### src/rtl/qed_pkg.sv
// rtl/qed_pkg.sv - shared constants for the SQED instruction duplicator
// Contents: RV32 opcode constants, the NOP word, register field positions,
// the default duplicate register offset and the queued entry layout.
package qed_pkg;

  localparam logic [6:0] OPC_OP     = 7'b0110011;
  localparam logic [6:0] OPC_OP_IMM = 7'b0010011;
  localparam logic [6:0] OPC_LOAD   = 7'b0000011;
  localparam logic [6:0] OPC_STORE  = 7'b0100011;
  localparam logic [6:0] OPC_LUI    = 7'b0110111;
  localparam logic [6:0] OPC_AUIPC  = 7'b0010111;
  localparam logic [6:0] OPC_BRANCH = 7'b1100011;
  localparam logic [6:0] OPC_JAL    = 7'b1101111;
  localparam logic [6:0] OPC_JALR   = 7'b1100111;
  localparam logic [6:0] OPC_SYSTEM = 7'b1110011;
  localparam logic [6:0] OPC_FENCE  = 7'b0001111;

  localparam logic [31:0] NOP_INST = 32'h0000_0013;

  localparam int RD_LSB  = 7;
  localparam int RS1_LSB = 15;
  localparam int RS2_LSB = 20;
  localparam int FIELD_W = 5;

  localparam int DUP_OFFSET_DEF = 16;

  // Queue entry: the raw original plus its "counts toward QED" flag.
  typedef struct packed {
    logic [31:0] inst;
    logic        qed;
  } fifo_entry_t;

endpackage

### src/rtl/qed_inst_fifo.sv
// rtl/qed_inst_fifo.sv - synchronous FIFO of queued originals (instruction + qed flag)
// Ports:
//   clk, rst        clock, synchronous active-low reset (clears pointers/count)
//   push, push_data write one entry (ignored when full)
//   pop, pop_data   pop_data is the current head; pop advances it (ignored when empty)
//   full, empty     occupancy flags
//   count           occupancy, 0..DEPTH
module qed_inst_fifo #(
  parameter int DEPTH = 4,
  parameter int W     = 33
) (
  input  logic                     clk,
  input  logic                     rst,
  input  logic                     push,
  input  logic [W-1:0]             push_data,
  input  logic                     pop,
  output logic [W-1:0]             pop_data,
  output logic                     full,
  output logic                     empty,
  output logic [$clog2(DEPTH):0]   count
);

  localparam int AW = $clog2(DEPTH);

  logic [W-1:0]  mem [DEPTH];
  logic [AW-1:0] wr_ptr;
  logic [AW-1:0] rd_ptr;
  logic [AW:0]   cnt;
  logic          do_push;
  logic          do_pop;

  assign full     = (cnt == (AW+1)'(DEPTH));
  assign empty    = (cnt == '0);
  assign count    = cnt;
  assign pop_data = mem[rd_ptr];
  assign do_push  = push && !full;
  assign do_pop   = pop && !empty;

  // Storage needs no reset; stale entries are unreachable once pointers clear.
  always_ff @(posedge clk) begin
    if (do_push) begin
      mem[wr_ptr] <= push_data;
    end
  end

  // DEPTH is a power of two, so natural pointer overflow is the modulo wrap.
  always_ff @(posedge clk) begin
    if (!rst) begin
      wr_ptr <= '0;
      rd_ptr <= '0;
      cnt    <= '0;
    end else begin
      if (do_push) wr_ptr <= wr_ptr + 1'b1;
      if (do_pop)  rd_ptr <= rd_ptr + 1'b1;
      case ({do_push, do_pop})
        2'b10:   cnt <= cnt + 1'b1;
        2'b01:   cnt <= cnt - 1'b1;
        default: cnt <= cnt;
      endcase
    end
  end

endmodule

### src/rtl/qed_dup_gen.sv
// rtl/qed_dup_gen.sv - SQED instruction duplicator between fetch and IF/ID
// Optional feature macro: QED_FILTER_EN (control-flow/system/fence originals become NOP, not counted).
// Ports:
//   clk, rst                 clock, synchronous active-low reset
//   inst_i, inst_vld_i       fetched instruction and its valid
//   inst_rdy_o               fetch accepted when inst_vld_i && inst_rdy_o
//   exec_dup_i               free select: request a duplicate issue
//   inst_o, inst_vld_o       registered instruction to IF/ID and its valid
//   out_rdy_i                pipeline can take inst_o
//   is_dup_o                 inst_o is a duplicate
//   qed_vld_o                inst_o counts toward the QED commit counters
//   orig_cnt_o, dup_cnt_o    originals / duplicates issued (wrapping)
//   fifo_cnt_o               queued originals awaiting duplication
module qed_dup_gen
  import qed_pkg::*;
#(
  parameter int FIFO_DEPTH = 4,
  parameter int DUP_OFFSET = DUP_OFFSET_DEF,
  parameter int CNT_W      = 16
) (
  input  logic                          clk,
  input  logic                          rst,
  input  logic [31:0]                   inst_i,
  input  logic                          inst_vld_i,
  output logic                          inst_rdy_o,
  input  logic                          exec_dup_i,
  output logic [31:0]                   inst_o,
  output logic                          inst_vld_o,
  input  logic                          out_rdy_i,
  output logic                          is_dup_o,
  output logic                          qed_vld_o,
  output logic [CNT_W-1:0]              orig_cnt_o,
  output logic [CNT_W-1:0]              dup_cnt_o,
  output logic [$clog2(FIFO_DEPTH):0]   fifo_cnt_o
);

  localparam logic [FIELD_W-1:0] OFF = FIELD_W'(DUP_OFFSET);

  // Which register fields an opcode actually uses: {rd, rs1, rs2}.
  function automatic logic [2:0] used_fields(input logic [6:0] opc);
    case (opc)
      OPC_OP:              used_fields = 3'b111;
      OPC_OP_IMM,
      OPC_LOAD:            used_fields = 3'b110;
      OPC_STORE:           used_fields = 3'b011;
      OPC_LUI, OPC_AUIPC:  used_fields = 3'b100;
      default:             used_fields = 3'b000;
    endcase
  endfunction

  function automatic logic [FIELD_W-1:0] shift_reg(input logic [FIELD_W-1:0] f);
    shift_reg = (f == '0) ? f : f + OFF;
  endfunction

  function automatic logic [31:0] remap(input logic [31:0] inst);
    logic [2:0] use_f;
    remap = inst;
    use_f = used_fields(inst[6:0]);
    if (use_f[2]) remap[RD_LSB  +: FIELD_W] = shift_reg(inst[RD_LSB  +: FIELD_W]);
    if (use_f[1]) remap[RS1_LSB +: FIELD_W] = shift_reg(inst[RS1_LSB +: FIELD_W]);
    if (use_f[0]) remap[RS2_LSB +: FIELD_W] = shift_reg(inst[RS2_LSB +: FIELD_W]);
  endfunction

  // An original touching x16..x31 in a used field would alias the duplicate
  // register half, so it is issued but kept out of the commit counters.
  function automatic logic fields_legal(input logic [31:0] inst);
    logic [2:0] use_f;
    use_f = used_fields(inst[6:0]);
    fields_legal = !(use_f[2] && inst[RD_LSB  + FIELD_W - 1]) &&
                   !(use_f[1] && inst[RS1_LSB + FIELD_W - 1]) &&
                   !(use_f[0] && inst[RS2_LSB + FIELD_W - 1]);
  endfunction

  logic        load;
  logic        issue_dup;
  logic        issue_orig;
  logic        fifo_full;
  logic        fifo_empty;
  fifo_entry_t head;
  fifo_entry_t orig_entry;

`ifdef QED_FILTER_EN
  logic is_filtered;
  always_comb begin
    case (inst_i[6:0])
      OPC_BRANCH, OPC_JAL, OPC_JALR, OPC_SYSTEM, OPC_FENCE: is_filtered = 1'b1;
      default:                                              is_filtered = 1'b0;
    endcase
  end
  assign orig_entry.inst = is_filtered ? NOP_INST : inst_i;
  assign orig_entry.qed  = !is_filtered && fields_legal(inst_i);
`else
  assign orig_entry.inst = inst_i;
  assign orig_entry.qed  = fields_legal(inst_i);
`endif

  // A duplicate always wins; a full queue forces one so the queue drains.
  assign load       = !inst_vld_o || out_rdy_i;
  assign issue_dup  = load && !fifo_empty && (exec_dup_i || fifo_full);
  assign issue_orig = load && !issue_dup && inst_vld_i && !fifo_full;
  assign inst_rdy_o = load && !issue_dup && !fifo_full;

  qed_inst_fifo #(
    .DEPTH (FIFO_DEPTH),
    .W     ($bits(fifo_entry_t))
  ) u_fifo (
    .clk       (clk),
    .rst       (rst),
    .push      (issue_orig),
    .push_data (orig_entry),
    .pop       (issue_dup),
    .pop_data  (head),
    .full      (fifo_full),
    .empty     (fifo_empty),
    .count     (fifo_cnt_o)
  );

  always_ff @(posedge clk) begin
    if (!rst) begin
      inst_o     <= NOP_INST;
      inst_vld_o <= 1'b0;
      is_dup_o   <= 1'b0;
      qed_vld_o  <= 1'b0;
      orig_cnt_o <= '0;
      dup_cnt_o  <= '0;
    end else if (load) begin
      if (issue_dup) begin
        inst_o     <= remap(head.inst);
        inst_vld_o <= 1'b1;
        is_dup_o   <= 1'b1;
        qed_vld_o  <= head.qed;
        dup_cnt_o  <= dup_cnt_o + 1'b1;
      end else if (issue_orig) begin
        inst_o     <= orig_entry.inst;
        inst_vld_o <= 1'b1;
        is_dup_o   <= 1'b0;
        qed_vld_o  <= orig_entry.qed;
        orig_cnt_o <= orig_cnt_o + 1'b1;
      end else begin
        inst_o     <= NOP_INST;
        inst_vld_o <= 1'b0;
        is_dup_o   <= 1'b0;
        qed_vld_o  <= 1'b0;
      end
    end
  end

endmodule
### config.mk
export PLATFORM = sky130hd
export DESIGN_NAME = qed_dup_gen
export DESIGN_NICKNAME = d
export VERILOG_FILES = /design/src/rtl/qed_pkg.sv /design/src/rtl/qed_inst_fifo.sv /design/src/rtl/qed_dup_gen.sv
export SDC_FILE = /design/constraint.sdc
export NUM_CORES = 1
export LEC_CHECK = 0
export CORE_MARGIN = 5
export CORE_UTILIZATION = 55
export DETAILED_ROUTE_END_ITERATION = 10
export DONT_BUFFER_PORTS = 1
export GPL_ROUTABILITY_DRIVEN = 0
export HOLD_SLACK_MARGIN = 0.15
export PLACE_DENSITY = 0.7
export RECOVER_POWER = 25
export SETUP_SLACK_MARGIN = 0.05
export SYNTH_ARGS = -nofsm -noshare
export SYNTH_HDL_FRONTEND = slang
export SYNTH_SLANG_ARGS = --single-unit
### constraint.sdc
create_clock -name clk -period 2.5 [get_ports clk]
set_input_delay 0.5 -clock clk [delete_from_list [all_inputs] [get_ports clk]]
set_output_delay 0.5 -clock clk [all_outputs]
set_load 0.01 [all_outputs]
==> impl_summary.txt <==
----------------------------------------------------
[Global routing]
  Global router's overall resource usage ... 21.9%
  Vias in the first global route ... 5651
  Largest net degree at the start of global routing ... 60
  Wire length of the first global-routing pass ... 31200 um
  Antenna violations before repair ... 0
  Congestion Overflow GR ... 0

[Yosys]
  Top cell types by occurrence after synthesis ... sky130_fd_sc_hd__edfxtp_1, sky130_fd_sc_hd__dfxtp_1, sky130_fd_sc_hd__nand2_1, sky130_fd_sc_hd__nor2_1, sky130_fd_sc_hd__nand3_1
  Most used flip-flop cell after synthesis ... sky130_fd_sc_hd__edfxtp_1
  Combined area of all synthesized cells ... 8500 sq um
  Mean cell area of the mapped netlist ... 13.6 sq um
  Library cell with the highest instance count after synthesis ... sky130_fd_sc_hd__edfxtp_1
  Distinct cell type count after synthesis ... 53
  Number of warnings reported in the yosys synthesis log ... 0
  Dominant cells by area after synthesis ... sky130_fd_sc_hd__edfxtp_1, sky130_fd_sc_hd__dfxtp_1, sky130_fd_sc_hd__mux4_2
  Syn_nets ... 671
  Post-synth EDFFs ... 132
  Post-synthesis instance total ... 626
  Ys async rst share ... 0%
  Library cell occupying the most area in the post-synthesis netlist ... sky130_fd_sc_hd__edfxtp_1
  Fraction of the yosys area taken by sequential cells ... 64.5%
  Share of the synthesized area in the top cell type ... 46.6%
  Flop and latch count out of synthesis ... 208

[Floorplan]
  Die H ... 134 um
  Effective utilization at floorplan ... 55.9%
  Number of rows created at floorplan ... 45
  CORE AREA ... 15200 sq um
  Floorplan die width ... 134 um
  Count of pins on the block boundary ... 108
  Floorplan die area ... 18000 sq um

[Power and ir drop]
  Total net switching power ... 0.00296 W
  Gate power share ... 22.5%
  Internal Dissipation ... 0.00718 W
  Part of the total power dissipated in sequential elements ... 44.5%
  Maximum vdd drop ... 0.717 mV
  Leakage power total ... 3.25 nW
  Power Dens Cells ... 1020 nW/um^2
  Share of power burned in the clock network ... 33.0%
  Fraction of power spent switching nets ... 29.2%

[Clocking]
  Clock tree from TritonCTS ... built
  Root buffer cell ... sky130_fd_sc_hd__clkbuf_16
  Worst-case clock buffer depth ... 3
  Clock transition time at the flip-flop clock pins of the worst setup and hold paths ... 60 ps
  Cts bufs inserted ... 22
  Worst-skew pair later-pin latency ... 510 ps
  Total clock sinks ... 208
  Number of H-tree levels ... 1
  Total setup buffers inserted after CTS ... 0

[Route]
  First DRT Iteration DRCs ... 353
  Antenna-violating nets left ... 0
  Final routed wire length divided by cell count ... 22.5 um
  1st-pass router iterations ... 5
  Via-per-instance ratio ... 6.40
  DRC violations left ... 0
  Routed wire length ... 19600 um
  Routed via count ... 5577

[Timing]
  Worst rel slew slack ... 51.1%
  Period utilization ... 93.9%
  Number of endpoints failing setup at the final stage ... 0
  Transition time at the pin with the least slew margin ... 733 ps
  Post-layout min period ... 2350 ps
  Endpoints failing hold ... 0
  Aggregate negative setup slack ... 0 ps
  Setup repair after global routing missed its margin ... false
  Number of max-slew violations in the final report ... 0
  Maximum achievable frequency ... 426 MHz
  Worst clock skew ... 13.7 ps

[Layout]
  Post-layout instance area ... 9940 sq um
  Net count of the finished layout ... 712
  Layout cell share with drive strength beyond 1 ... 15.4%
  Antenna cells ... 0
  Area overhead of the layout relative to synthesis ... 16.8%
  Fraction of the core area covered by cells at the end of the flow ... 65.4%
  Number of standard cells in the layout, taps in and fillers out ... 871
  Filler instances ... 1099

[Critical path]
  Maximum fanout along the worst path ... 7
  Startpoint Class ... flop
  Required time at the endpoint of the critical path ... 2920 ps
  Kind of end point of the critical path ... flop
  FF-to-FF Start ... u_fifo.count[0]
  CP arrival ... 2770 ps
  Terminus of the critical flop-to-flop path ... u_fifo.count[2]
  Critical path cell sequence ... or3b_4 > a21oi_4 > ha_2 > inv_1 > fa_1 > xor2_1 > or3_1 > a21oi_1
  Start-to-end type of the worst setup path ... reg2reg
  Largest stage delay on the critical path ... 440 ps
  Capturing element of the worst setup path ... u_fifo.count[2]
  Setup slack of the most critical reg-to-reg path ... 150 ps
  Launching element of the worst setup path ... u_fifo.count[0]
  Depth of the most critical reg-to-reg path ... 8
  Slowest cell on the critical path ... sky130_fd_sc_hd__or3b_4

[Job]
  Number of violations of the max-capacitance limit ... 0

[Worst hold path]
  Hold path start ... rst
  Hold depth ... 2
  Hold crit path type ... in2reg

[Status]
  Outcome ... complete, no violations

[Placement]
  DP Cell Count ... 796
  Count of buffers inserted at the top-level ports ... 0
  Cell area reported after detailed placement ... 8820 sq um
  Estimated wirelength of the detail-placed design ... 11700 um

----------------------------------------------------
-- cell families (layout without fill, tap and decap cells) --
family                   Yosys count  in the layout  share of synthesized area (%)
AO/OA/AOI/OAI                     99             99                           8.43
XOR/XNOR                          11             11                           1.13
AND/OR/NAND/NOR                  203            203                           12.2
buffers and inverters             57            114                           2.81
adder cells (fa/ha/maj)            8              8                           1.27
multiplexers                      40             40                           9.70
flip-flops                       208            208                           64.5
-- final cells by class --
cell class	count	area, sq um	share of cell area (%)
clock inverters	8	98.8	0.995
repair buffers	56	571	5.74
well taps	188	235	2.37
clock buffers	32	659	6.64
inverters	18	67.6	0.680
flip-flops and latches	208	5490	55.3
multi-input cells	361	2810	28.3
-- worst max-delay path, delay by kind of cell, from the launching register on --
family                   cells  cell delay, ps
AO/OA/AOI/OAI                2             330
XOR/XNOR                     1             160
adder cells (fa/ha/maj)      2             580
buffers and inverters        1              60
flip-flops                   1             390
AND/OR/NAND/NOR              2             760
-- layout by cell type, fill, tap and decap left out, drive strengths merged, types with 3 or more instances in the layout --
cell / instances
xor2: 6
clkinv: 6
nor3: 5
nor2: 49
a21oi: 24
clkbuf: 32
a311oi: 28
or3: 9
o31ai: 9
and2: 6
buf: 21
dfxtp: 76
o211ai: 4
nor4: 8
xnor2: 5
and4: 4
nand2: 49
nand4: 7
or4: 10
nand3: 36
edfxtp: 132
o311ai: 5
mux4: 33
dlygate4sd3: 35
ha: 7
o2111ai: 4
and3: 3
o21ai: 12
mux2i: 7
inv: 18
nand2b: 8
-- power by group through the flow --
stage	sequential, W	combinational [W]	clock, W
floorplan	0.00449	0.00164	0
global placement	0.00456	0.00214	0
detailed placement	0.00459	0.00221	0
CTS	0.00452	0.00229	0.00337
global route	0.00456	0.00252	0.00354
finish	0.00451	0.00229	0.00335
-- per-stage QoR --
stage / power, W / worst slack (ps) / hold slack (ps)
2_1_floorplan: 0.00613 / 51.3 / 469
3_3_place_gp: 0.00671 / 196 / 478
3_5_place_dp: 0.00679 / 106 / 514
4_1_cts: 0.0102 / 82.4 / 155
5_1_grt: 0.0106 / 81.3 / 163
6_report: 0.0101 / 151 / 159
-- timing repair --
action,4_1_cts,5_1_grt
hold buffers,35,0
gates resized for setup,1,2
endpoints found under the hold margin,141,0
endpoints found under the setup margin,1,1
-- metal layers --
layer | up-vias | wire, um | GRT usage [%]
li1 | 2515 | - | -
met1 | 2825 | 7830 | 28.4
met2 | 202 | 10000 | 37.4
met3 | 35 | 1400 | 5.10
met4 | 0 | 372 | 5.54
met5 | - | 0 | 0
-- registers in the layout, indices dropped and copies added (netlist names), named ones only --
signal         flops
u_fifo.mem       132
inst_o            32
dup_cnt_o         16
orig_cnt_o        16
u_fifo.count       3
u_fifo.rd_ptr      2
u_fifo.wr_ptr      2
inst_vld_o         1
is_dup_o           1
qed_vld_o          1
-- worst min-delay path by stage --
stage	endpoint	slack, ps
after global routing	dup_cnt_o[13]	160
after global placement	u_fifo.wr_ptr[1]	480
after CTS	dup_cnt_o[13]	160
after floorplan	u_fifo.wr_ptr[1]	470
after detailed placement	u_fifo.wr_ptr[1]	510
final	dup_cnt_o[13]	160
Note: power is estimated with default switching activity, not from simulation.
